--- src/rtl/rom_dl_ctrl.sv ---
// rom_dl_ctrl: buffers HPS ioctl ROM writes through a small FIFO into the
// core's download port, and sequences the core reset around downloads.
// The optional running checksum output (dl_sum) is built only when the
// DL_CHECKSUM_EN macro is defined.
module rom_dl_ctrl #(
  parameter int unsigned FIFO_DEPTH  = 4,
  parameter int unsigned ROM_SIZE    = 40960,
  parameter int unsigned HOLD_CYCLES = 16
) (
  input  logic        clk_sys,
  input  logic        reset,
  input  logic        rst_req,
  input  logic        ioctl_download,
  input  logic        ioctl_wr,
  input  logic [24:0] ioctl_addr,
  input  logic [7:0]  ioctl_dout,
  output logic        ioctl_wait,
  input  logic        dn_busy,
  output logic        dn_wr,
  output logic [15:0] dn_addr,
  output logic [7:0]  dn_data,
  output logic        core_reset,
  output logic        overflow,
  output logic        addr_err
`ifdef DL_CHECKSUM_EN
  ,
  output logic [7:0]  dl_sum
`endif
);

  localparam int unsigned PTR_W   = (FIFO_DEPTH > 1) ? $clog2(FIFO_DEPTH) : 1;
  localparam int unsigned CNT_W   = PTR_W + 1;
  localparam int unsigned HOLD_W  = $clog2(HOLD_CYCLES + 1);
  localparam int unsigned ENTRY_W = 24;

  localparam logic [CNT_W-1:0]  DEPTH_C = CNT_W'(FIFO_DEPTH);
  localparam logic [CNT_W-1:0]  WAIT_C  = CNT_W'(FIFO_DEPTH - 1);
  localparam logic [HOLD_W-1:0] HOLD_C  = HOLD_W'(HOLD_CYCLES);
  localparam logic [24:0]       ROM_C   = 25'(ROM_SIZE);

  typedef enum logic [2:0] {
    S_HOLD  = 3'd0,
    S_RUN   = 3'd1,
    S_LOAD  = 3'd2,
    S_DRAIN = 3'd3,
    S_HOLD2 = 3'd4
  } state_e;

  state_e              state_q, state_d;
  logic [HOLD_W-1:0]   cnt_q, cnt_d;
  logic                load_entry_c;

  logic [ENTRY_W-1:0]  mem_q [FIFO_DEPTH];
  logic [PTR_W-1:0]    wr_ptr_q, wr_ptr_d;
  logic [PTR_W-1:0]    rd_ptr_q, rd_ptr_d;
  logic [CNT_W-1:0]    count_q, count_d;

  logic                dn_wr_q, dn_wr_d;
  logic [15:0]         dn_addr_q, dn_addr_d;
  logic [7:0]          dn_data_q, dn_data_d;
  logic                core_reset_q, core_reset_d;
  logic                overflow_q, overflow_d;
  logic                addr_err_q, addr_err_d;

  logic                in_range_c, fifo_full_c, fifo_empty_c;
  logic                push_c, pop_c, drop_range_c, drop_full_c;

  // Accept/drop decisions for this cycle's write and pop
  assign in_range_c   = (ioctl_addr < ROM_C);
  assign fifo_full_c  = (count_q == DEPTH_C);
  assign fifo_empty_c = (count_q == '0);
  assign pop_c        = !fifo_empty_c && !dn_busy;
  assign push_c       = ioctl_wr && in_range_c && (!fifo_full_c || pop_c);
  assign drop_range_c = ioctl_wr && !in_range_c;
  assign drop_full_c  = ioctl_wr && in_range_c && fifo_full_c && !pop_c;

  // FSM state register and hold counter
  always_ff @(posedge clk_sys or posedge reset) begin
    if (reset) begin
      state_q <= S_HOLD;
      cnt_q   <= HOLD_C;
    end else begin
      state_q <= state_d;
      cnt_q   <= cnt_d;
    end
  end

  // FSM next state: download overrides everything, HOLD counts down to RUN
  always_comb begin
    state_d      = state_q;
    cnt_d        = cnt_q;
    load_entry_c = 1'b0;
    if (ioctl_download) begin
      state_d      = S_LOAD;
      load_entry_c = (state_q != S_LOAD);
    end else begin
      case (state_q)
        S_HOLD, S_HOLD2: begin
          if (rst_req) begin
            cnt_d = HOLD_C;
          end else if (cnt_q <= HOLD_W'(1)) begin
            cnt_d   = '0;
            state_d = S_RUN;
          end else begin
            cnt_d = cnt_q - HOLD_W'(1);
          end
        end
        S_RUN: begin
          if (rst_req) begin
            state_d = S_HOLD;
            cnt_d   = HOLD_C;
          end
        end
        S_LOAD: begin
          state_d = S_DRAIN;
        end
        S_DRAIN: begin
          if (fifo_empty_c) begin
            state_d = S_HOLD2;
            cnt_d   = HOLD_C;
          end
        end
        default: begin
          state_d = S_HOLD;
          cnt_d   = HOLD_C;
        end
      endcase
    end
  end

  // FIFO pointers, count, output stage and sticky flags next state
  always_comb begin
    wr_ptr_d     = wr_ptr_q;
    rd_ptr_d     = rd_ptr_q;
    count_d      = count_q;
    dn_wr_d      = 1'b0;
    dn_addr_d    = dn_addr_q;
    dn_data_d    = dn_data_q;
    core_reset_d = (state_d != S_RUN);
    overflow_d   = (load_entry_c ? 1'b0 : overflow_q) | drop_full_c;
    addr_err_d   = (load_entry_c ? 1'b0 : addr_err_q) | drop_range_c;
    if (push_c) begin
      wr_ptr_d = wr_ptr_q + PTR_W'(1);
    end
    if (pop_c) begin
      rd_ptr_d  = rd_ptr_q + PTR_W'(1);
      dn_wr_d   = 1'b1;
      dn_addr_d = mem_q[rd_ptr_q][23:8];
      dn_data_d = mem_q[rd_ptr_q][7:0];
    end
    case ({push_c, pop_c})
      2'b10:   count_d = count_q + CNT_W'(1);
      2'b01:   count_d = count_q - CNT_W'(1);
      default: count_d = count_q;
    endcase
  end

  // FIFO storage; contents need no reset since count guards every read
  always_ff @(posedge clk_sys) begin
    if (push_c) begin
      mem_q[wr_ptr_q] <= {ioctl_addr[15:0], ioctl_dout};
    end
  end

  // Datapath and output registers
  always_ff @(posedge clk_sys or posedge reset) begin
    if (reset) begin
      wr_ptr_q     <= '0;
      rd_ptr_q     <= '0;
      count_q      <= '0;
      dn_wr_q      <= 1'b0;
      dn_addr_q    <= '0;
      dn_data_q    <= '0;
      core_reset_q <= 1'b1;
      overflow_q   <= 1'b0;
      addr_err_q   <= 1'b0;
    end else begin
      wr_ptr_q     <= wr_ptr_d;
      rd_ptr_q     <= rd_ptr_d;
      count_q      <= count_d;
      dn_wr_q      <= dn_wr_d;
      dn_addr_q    <= dn_addr_d;
      dn_data_q    <= dn_data_d;
      core_reset_q <= core_reset_d;
      overflow_q   <= overflow_d;
      addr_err_q   <= addr_err_d;
    end
  end

`ifdef DL_CHECKSUM_EN
  logic [7:0] sum_q, sum_d;

  // Running sum of accepted bytes, restarted on each download entry
  always_comb begin
    sum_d = load_entry_c ? 8'h00 : sum_q;
    if (push_c) begin
      sum_d = sum_d + ioctl_dout;
    end
  end

  // Checksum register
  always_ff @(posedge clk_sys or posedge reset) begin
    if (reset) begin
      sum_q <= 8'h00;
    end else begin
      sum_q <= sum_d;
    end
  end

  assign dl_sum = sum_q;
`else
  // No checksum datapath in this build
`endif

  // Wait leaves one slot of margin for the HPS sampling wait late
  assign ioctl_wait = (count_q >= WAIT_C);
  assign dn_wr      = dn_wr_q;
  assign dn_addr    = dn_addr_q;
  assign dn_data    = dn_data_q;
  assign core_reset = core_reset_q;
  assign overflow   = overflow_q;
  assign addr_err   = addr_err_q;

endmodule

--- config.mk ---
export PLATFORM = sky130hd
export DESIGN_NAME = rom_dl_ctrl
export DESIGN_NICKNAME = d
export VERILOG_FILES = /design/src/rtl/rom_dl_ctrl.sv
export SDC_FILE = /design/constraint.sdc
export NUM_CORES = 1
export LEC_CHECK = 0
export BUFFER_PORTS_ARGS = -buffer_cell sky130_fd_sc_hd__buf_2
export CORE_UTILIZATION = 55
export CTS_CLUSTER_DIAMETER = 50
export CTS_CLUSTER_SIZE = 28
export DETAILED_ROUTE_END_ITERATION = 8
export HOLD_SLACK_MARGIN = 0.05
export PLACE_DENSITY = 0.76
export SLEW_MARGIN = 5
export SYNTH_ARGS = -nofsm -noshare
export SYNTH_HDL_FRONTEND = slang
export SYNTH_SLANG_ARGS = --single-unit
--- constraint.sdc ---
create_clock -name clk_sys -period 2.4 [get_ports clk_sys]
set_input_delay 0.24 -clock clk_sys [delete_from_list [all_inputs] [get_ports clk_sys]]
set_output_delay 0.24 -clock clk_sys [all_outputs]
set_load 0.05 [all_outputs]
==> results.cfg, run 1 <==
[layout]
area.growth.synth_to_final_pct = 28.4
nNetsFinal = 451
multi_input_area_mm2 = 0.00144
layout-drive-gt1-share_pct = 42.3
final_common_cell = edfxtp_1
antenna-diode-count = 0
fillers = 590
fin_util_pct = 72.7
mostFrequentLayoutCells = edfxtp_1 (96), buf_2 (67), dfrtp_1 (40)
final-seq-area_mm2 = 0.00396

[clocking]
cts-hold-fix-buffers = 28
insertion_delay_ns = 0.52
clkSinkCount = 139
postCtsSetupRepairBufs = 0
max-clock-path-buffers = 2
cts_max_level = 4
cts_buffers = 17
clk_pin_slew_ns = 0.06
cts_root_buf = clkbuf_8
cts_tree = done
cts-resized-gates = 0

[timing]
fmax_mhz = 482
fin_crit_ns = 2.07
hold_viol_final = 0
slew_headroom_pct = 66.0
worst_slack_ns = 0.325
setup_tns_ns = 0
min_period_over_period_pct = 86.4
worst_pin_slew_ns = 0.505
setup_violations = 0
maxSlewViolCount = 0
rsz0062_at_grt = no
clock_skew_ns = 0.00989

[global_routing]
grt.overflow.total = 0
grt_pass1_wl_um = 16300
grt_pass1_vias = 3078
antenna_found_initial = 0
grt_max_degree = 20
grt_usage_pct = 22.6

[worst_setup_path]
worst-path-buf-inv = 3
cpMaxStageDelayCell = dlygate4sd3_1
crit_arrival_ns = 2.29
crit_required_ns = 2.62
reg2regPathDepth = 5
end_kind = flip-flop
cp.depth = 7
start_kind = input port
path_class = in -> reg
path_max_fanout = 18
critical-path-top-delay-family = buffers and inverters
crit_chain = dlygate4sd3_1 -> buf_2 -> o21ai_1 -> nand4_4 -> nor3_4 -> and2_1 -> buf_12
cpPeakStageDelay_ns = 0.53

[yosys]
synthesis.area_mm2 = 0.00551
synth_nets = 331
synthDistinctLibCells = 49
synth_top_area_cell = edfxtp_1
synth_edf_count = 96
yosys.area.top_type_share_pct = 52.3
synth_ff_type = edfxtp_1
postSynthCellCount = 285
seq_area_frac_synth_pct = 71.9
synth-async-reset-ratio_pct = 30.9
avgSynthCellArea_um2 = 19.3
synth_area_leaders = edfxtp_1 (52%), dfrtp_1 (19%), mux4_2 (9.8%)
ys_ff_latch = 139
yosysWarnings = 0

[power]
ir_drop_mv = 0.605
p_leak_nw = 2.68
pwr_density_cell_mw_per_mm2 = 1210

[drt]
drt_pass1_iterations = 4
drt-total-wl_um = 10400
drc = 0
vias = 2998
antenna_left = 0
vias_per_cell = 5.44
wl_per_cell_um = 18.9
first_iter_violations = 168

[die]
die_area_mm2 = 0.0104
core_mm2 = 0.00973
ios = 68
die_x_um = 102
die_y_um = 102
initial_core_util_pct = 56.6
rows = 36

[outcome]
status = finished clean

[placement]
dp_hpwl_um = 6370
place_congestion = 0.730
port_buffers = 67
post-place-ws_ns = 0.378

[hold_path]
hp-class = in -> reg
whs_path_depth = 3

[run]
drv_cap = 0
[power by group]
group | internal, mW | switching [mW]
Combinational | 0.992 | 1.52
Clock | 1.93 | 0.958
Sequential | 2.87 | 0.268
Total | 5.79 | 2.74
[registers in the layout, indices dropped and copies added (netlist names)]
name	count
addr_err	1
cnt_q	5
core_reset	1
count_q	3
dn_addr	16
dn_data	8
dn_wr	1
mem_q	96
overflow	1
rd_ptr_q	2
state_q	3
wr_ptr_q	2
[routing by layer]
metal / track usage (%) / part of all wire (%) / up-vias / wire [µm]
li1: - / - / 1362 / -
met1: 28.3 / 41 / 1524 / 4260
met5: 0 / 0 / - / 0
met4: 11.9 / 2.8 / 0 / 295
met2: 36.3 / 52 / 91 / 5410
met3: 6.22 / 4.2 / 21 / 433
[worst register-to-register path, cell delays in order, from the launching register on]
cell     delay [ns]
dfrtp_1        0.45
nor3_1         0.41
nor2_4         0.08
buf_4          0.22
o41ai_2        0.48
mux2i_1        0.24
[cells in the mapped netlist, types with 3 or more instances]
cell type,number
edfxtp_1,96
dfrtp_1,41
mux4_2,24
mux2_2,23
inv_1,11
nand2_1,7
o21ai_0,7
ha_1,6
nor3_1,6
nor2_1,5
a21oi_1,4
and2_1,4
buf_4,3
buf_6,3
nand2b_1,3
xnor2_1,3
[cell families (layout without fill, tap and decap cells)]
| logic type | count (synthesis) | in the layout | share of synthesized area, % |
|---|---|---|---|
| flip-flops | 139 | 139 | 71.9 |
| buffers and inverters | 20 | 153 | 2.00 |
| multiplexers | 50 | 50 | 15.1 |
| AND/OR/NAND/NOR | 37 | 37 | 4.72 |
| adder cells (fa/ha/maj) | 7 | 7 | 1.73 |
| AO/OA/AOI/OAI | 27 | 27 | 3.66 |
| XOR/XNOR | 5 | 5 | 0.931 |
[stage by stage]
step / area, µm² / std cells / power [mW] / hold slack (ns)
2_1_floorplan: 5510 / 285 / 5.09 / 0.303
3_3_place_gp: 6120 / 491 / 5.59 / 0.223
3_5_place_dp: 6120 / 491 / 5.64 / 0.227
4_1_cts: 7070 / 551 / 8.61 / 0.134
5_1_grt: 7070 / 551 / 8.89 / 0.141
6_report: 7070 / 551 / 8.54 / 0.159
[layout make-up]
cell class                 count  share of cell area [%]
inverter                      11                   0.584
sequential                   139                    56.0
clock buffer                  18                    6.05
clock inverter                14                    3.41
tap                          133                    2.35
multi-input combinational    126                    20.4
timing repair buffer         110                    11.2
[final timing paths]
| path | slack [ns] | to | start |
|---|---|---|---|
| max | 0.33 | mem_q[0][1] | ioctl_addr[13] |
| min | 0.16 | dn_wr | dn_busy |
| max reg2reg | 0.44 | count_q[1] | count_q[1] |
| min reg2reg | 0.50 | dn_addr[8] | dn_addr[8] |
| max in group asynchronous | 1.62 | rd_ptr_q[0] | reset |
| min in group asynchronous | 0.23 | dn_addr[11] | reset |
(Power assumes the default switching activity.)
==> run 2, diff against run 1 <==
--- a/config.mk
+++ b/config.mk
@@ -7,8 +7,9 @@
 export LEC_CHECK = 0
 export BUFFER_PORTS_ARGS = -buffer_cell sky130_fd_sc_hd__buf_2
 export CORE_UTILIZATION = 55
+export CTS_BUF_LIST = sky130_fd_sc_hd__clkbuf_8
 export CTS_CLUSTER_DIAMETER = 50
-export CTS_CLUSTER_SIZE = 28
+export CTS_CLUSTER_SIZE = 12
 export DETAILED_ROUTE_END_ITERATION = 8
 export HOLD_SLACK_MARGIN = 0.05
 export PLACE_DENSITY = 0.76
==> constraint.sdc (replaced) <==
create_clock -name clk_sys -period 2 [get_ports clk_sys]
set_input_delay 0.2 -clock clk_sys [delete_from_list [all_inputs] [get_ports clk_sys]]
set_output_delay 0.2 -clock clk_sys [all_outputs]
set_load 0.05 [all_outputs]
==> run 2 against run 1 <==
Sequential power grew 18%. Count of clock-buffer cells in the layout shrank 1. Hold slack lost 0.0091 ns. Wire length shrank 6.1%. Via count shrank 0.17%. Critical path type unchanged. Combinational power grew 25%. Setup slack lost 0.26 ns.
==> results.cfg, run 2 (same netlist as run 1, synthesis figures left out) <==
[global_routing]
antenna_found_initial = 0
grt_pass1_wl_um = 15700
grt_pass1_vias = 3053
grt_max_degree = 29
grt.overflow.total = 0
grt_usage_pct = 21.4

[power]
ir_drop_mv = 0.963
pwr_density_cell_mw_per_mm2 = 1320
p_leak_nw = 2.63

[layout]
layout-drive-gt1-share_pct = 44.2
area.growth.synth_to_final_pct = 25.5
antenna-diode-count = 0
mostFrequentLayoutCells = edfxtp_1 (96), buf_2 (67), dfrtp_1 (40)
final-seq-area_mm2 = 0.00396
final_common_cell = edfxtp_1
fillers = 633
fin_cells = 561
multi_input_area_mm2 = 0.00145
nNetsFinal = 461
regMostFlops = mem_q
largest_register_ffs = 96
final_area_mm2 = 0.00692

[placement]
place_area_mm2 = 0.00623
place_inst = 501
place_congestion = 0.743
dp_hpwl_um = 6550
port_buffers = 67

[clocking]
cts_max_level = 4
max-clock-path-buffers = 2
cts_tree = done
cts_buffers = 17
clkSinkCount = 139
insertion_delay_ns = 0.44
cts_root_buf = clkbuf_8
clk_pin_slew_ns = 0.07

[run]
drv_cap = 0

[drt]
vias = 2993
first_iter_violations = 131
antenna_left = 0
vias_per_cell = 5.34
drt-total-wl_um = 9760
drc = 0
wl_per_cell_um = 17.4
drt_pass1_iterations = 4

[worst_setup_path]
r2r_slack_ns = 0.31
timing.rr.start = count_q[1]
end_kind = flip-flop
crit_required_ns = 2.16
reg2regPathDepth = 4
startpoint = ioctl_addr[14]
crit_arrival_ns = 2.09
path_max_fanout = 5
reg2reg_to = count_q[1]
start_kind = input port
path_class = in -> reg

[die]
initial_core_util_pct = 56.6
die_x_um = 102
rows = 36
ios = 68
die_y_um = 102
core_mm2 = 0.00973
die_area_mm2 = 0.0104

[hold_path]
hp-class = in -> async

[timing]
setup_violations = 0
fin_crit_ns = 1.94
worst_pin_slew_ns = 0.447
fmax_mhz = 517
slew_headroom_pct = 70.0
clock_skew_ns = 0.00639
maxSlewViolCount = 0
min_period_over_period_pct = 96.8
hold_viol_final = 0

[outcome]
status = finished clean
==> run 2: final cells by class <==
class	count	area share [%]
timing repair buffer	120	12.9
multi-input combinational	126	21.0
sequential	139	57.3
tap	133	2.41
clock buffer	17	3.38
clock inverter	15	2.50
inverter	11	0.597
==> run 2: stage by stage <==
stage	setup slack [ns]	setup TNS, ns	power [mW]	util [%]	hold WS, ns
5_1_grt	-0.0110	-0.0454	9.57	71.1	0.145
6_report	0.0645	0	9.12	71.1	0.150
3_3_place_gp	0.188	0	6.79	64.0	0.0540
4_1_cts	0.0966	0	9.21	71.1	0.130
2_1_floorplan	0.218	0	6.11	-	0.263
3_5_place_dp	0.173	0	6.86	64.0	0.0510
==> run 2: worst max path at each step <==
stage                         endpoint  slack [ns]  cells after the start
after floorplan            mem_q[0][0]        0.22                      4
after global placement    mem_q[0][13]        0.19                      7
after detailed placement   mem_q[0][4]        0.17                      7
after CTS                  mem_q[0][2]         0.1                      8
after global routing       mem_q[1][2]       -0.01                      8
final                      mem_q[1][4]        0.06                      8
==> run 2: worst max-delay path, cell delays in order <==
cell and delay, ns:
dlygate4sd3_1 0.55, buf_2 0.16, o21ai_1 0.19, buf_4 0.16, nand4_4 0.15, nor3_4 0.25
and2_2 0.26, buf_4 0.16
==> run 2: where the power goes <==
part / switching [mW] / internal [mW] / leakage, nW
Clock: 1.07 / 1.23 / 0.210
Sequential: 0.241 / 3.44 / 1.37
Combinational: 1.87 / 1.26 / 1.05
==> run 2: what timing repair did <==
item / in CTS / in global routing
endpoints found under the setup margin: 0 / 3
hold buffers: 28 / 0
gates resized for setup: 0 / 1
endpoints found under the hold margin: 141 / 0
buffers inserted: 0 / 0
==> run 2: routing by layer <==
metal | GRT usage [%] | vias up | part of all wire [%]
li1 | - | 1385 | -
met1 | 26.3 | 1513 | 42
met2 | 35.5 | 77 | 52
met3 | 6.57 | 18 | 4.1
met4 | 9.23 | 0 | 1.9
met5 | 0 | - | 0
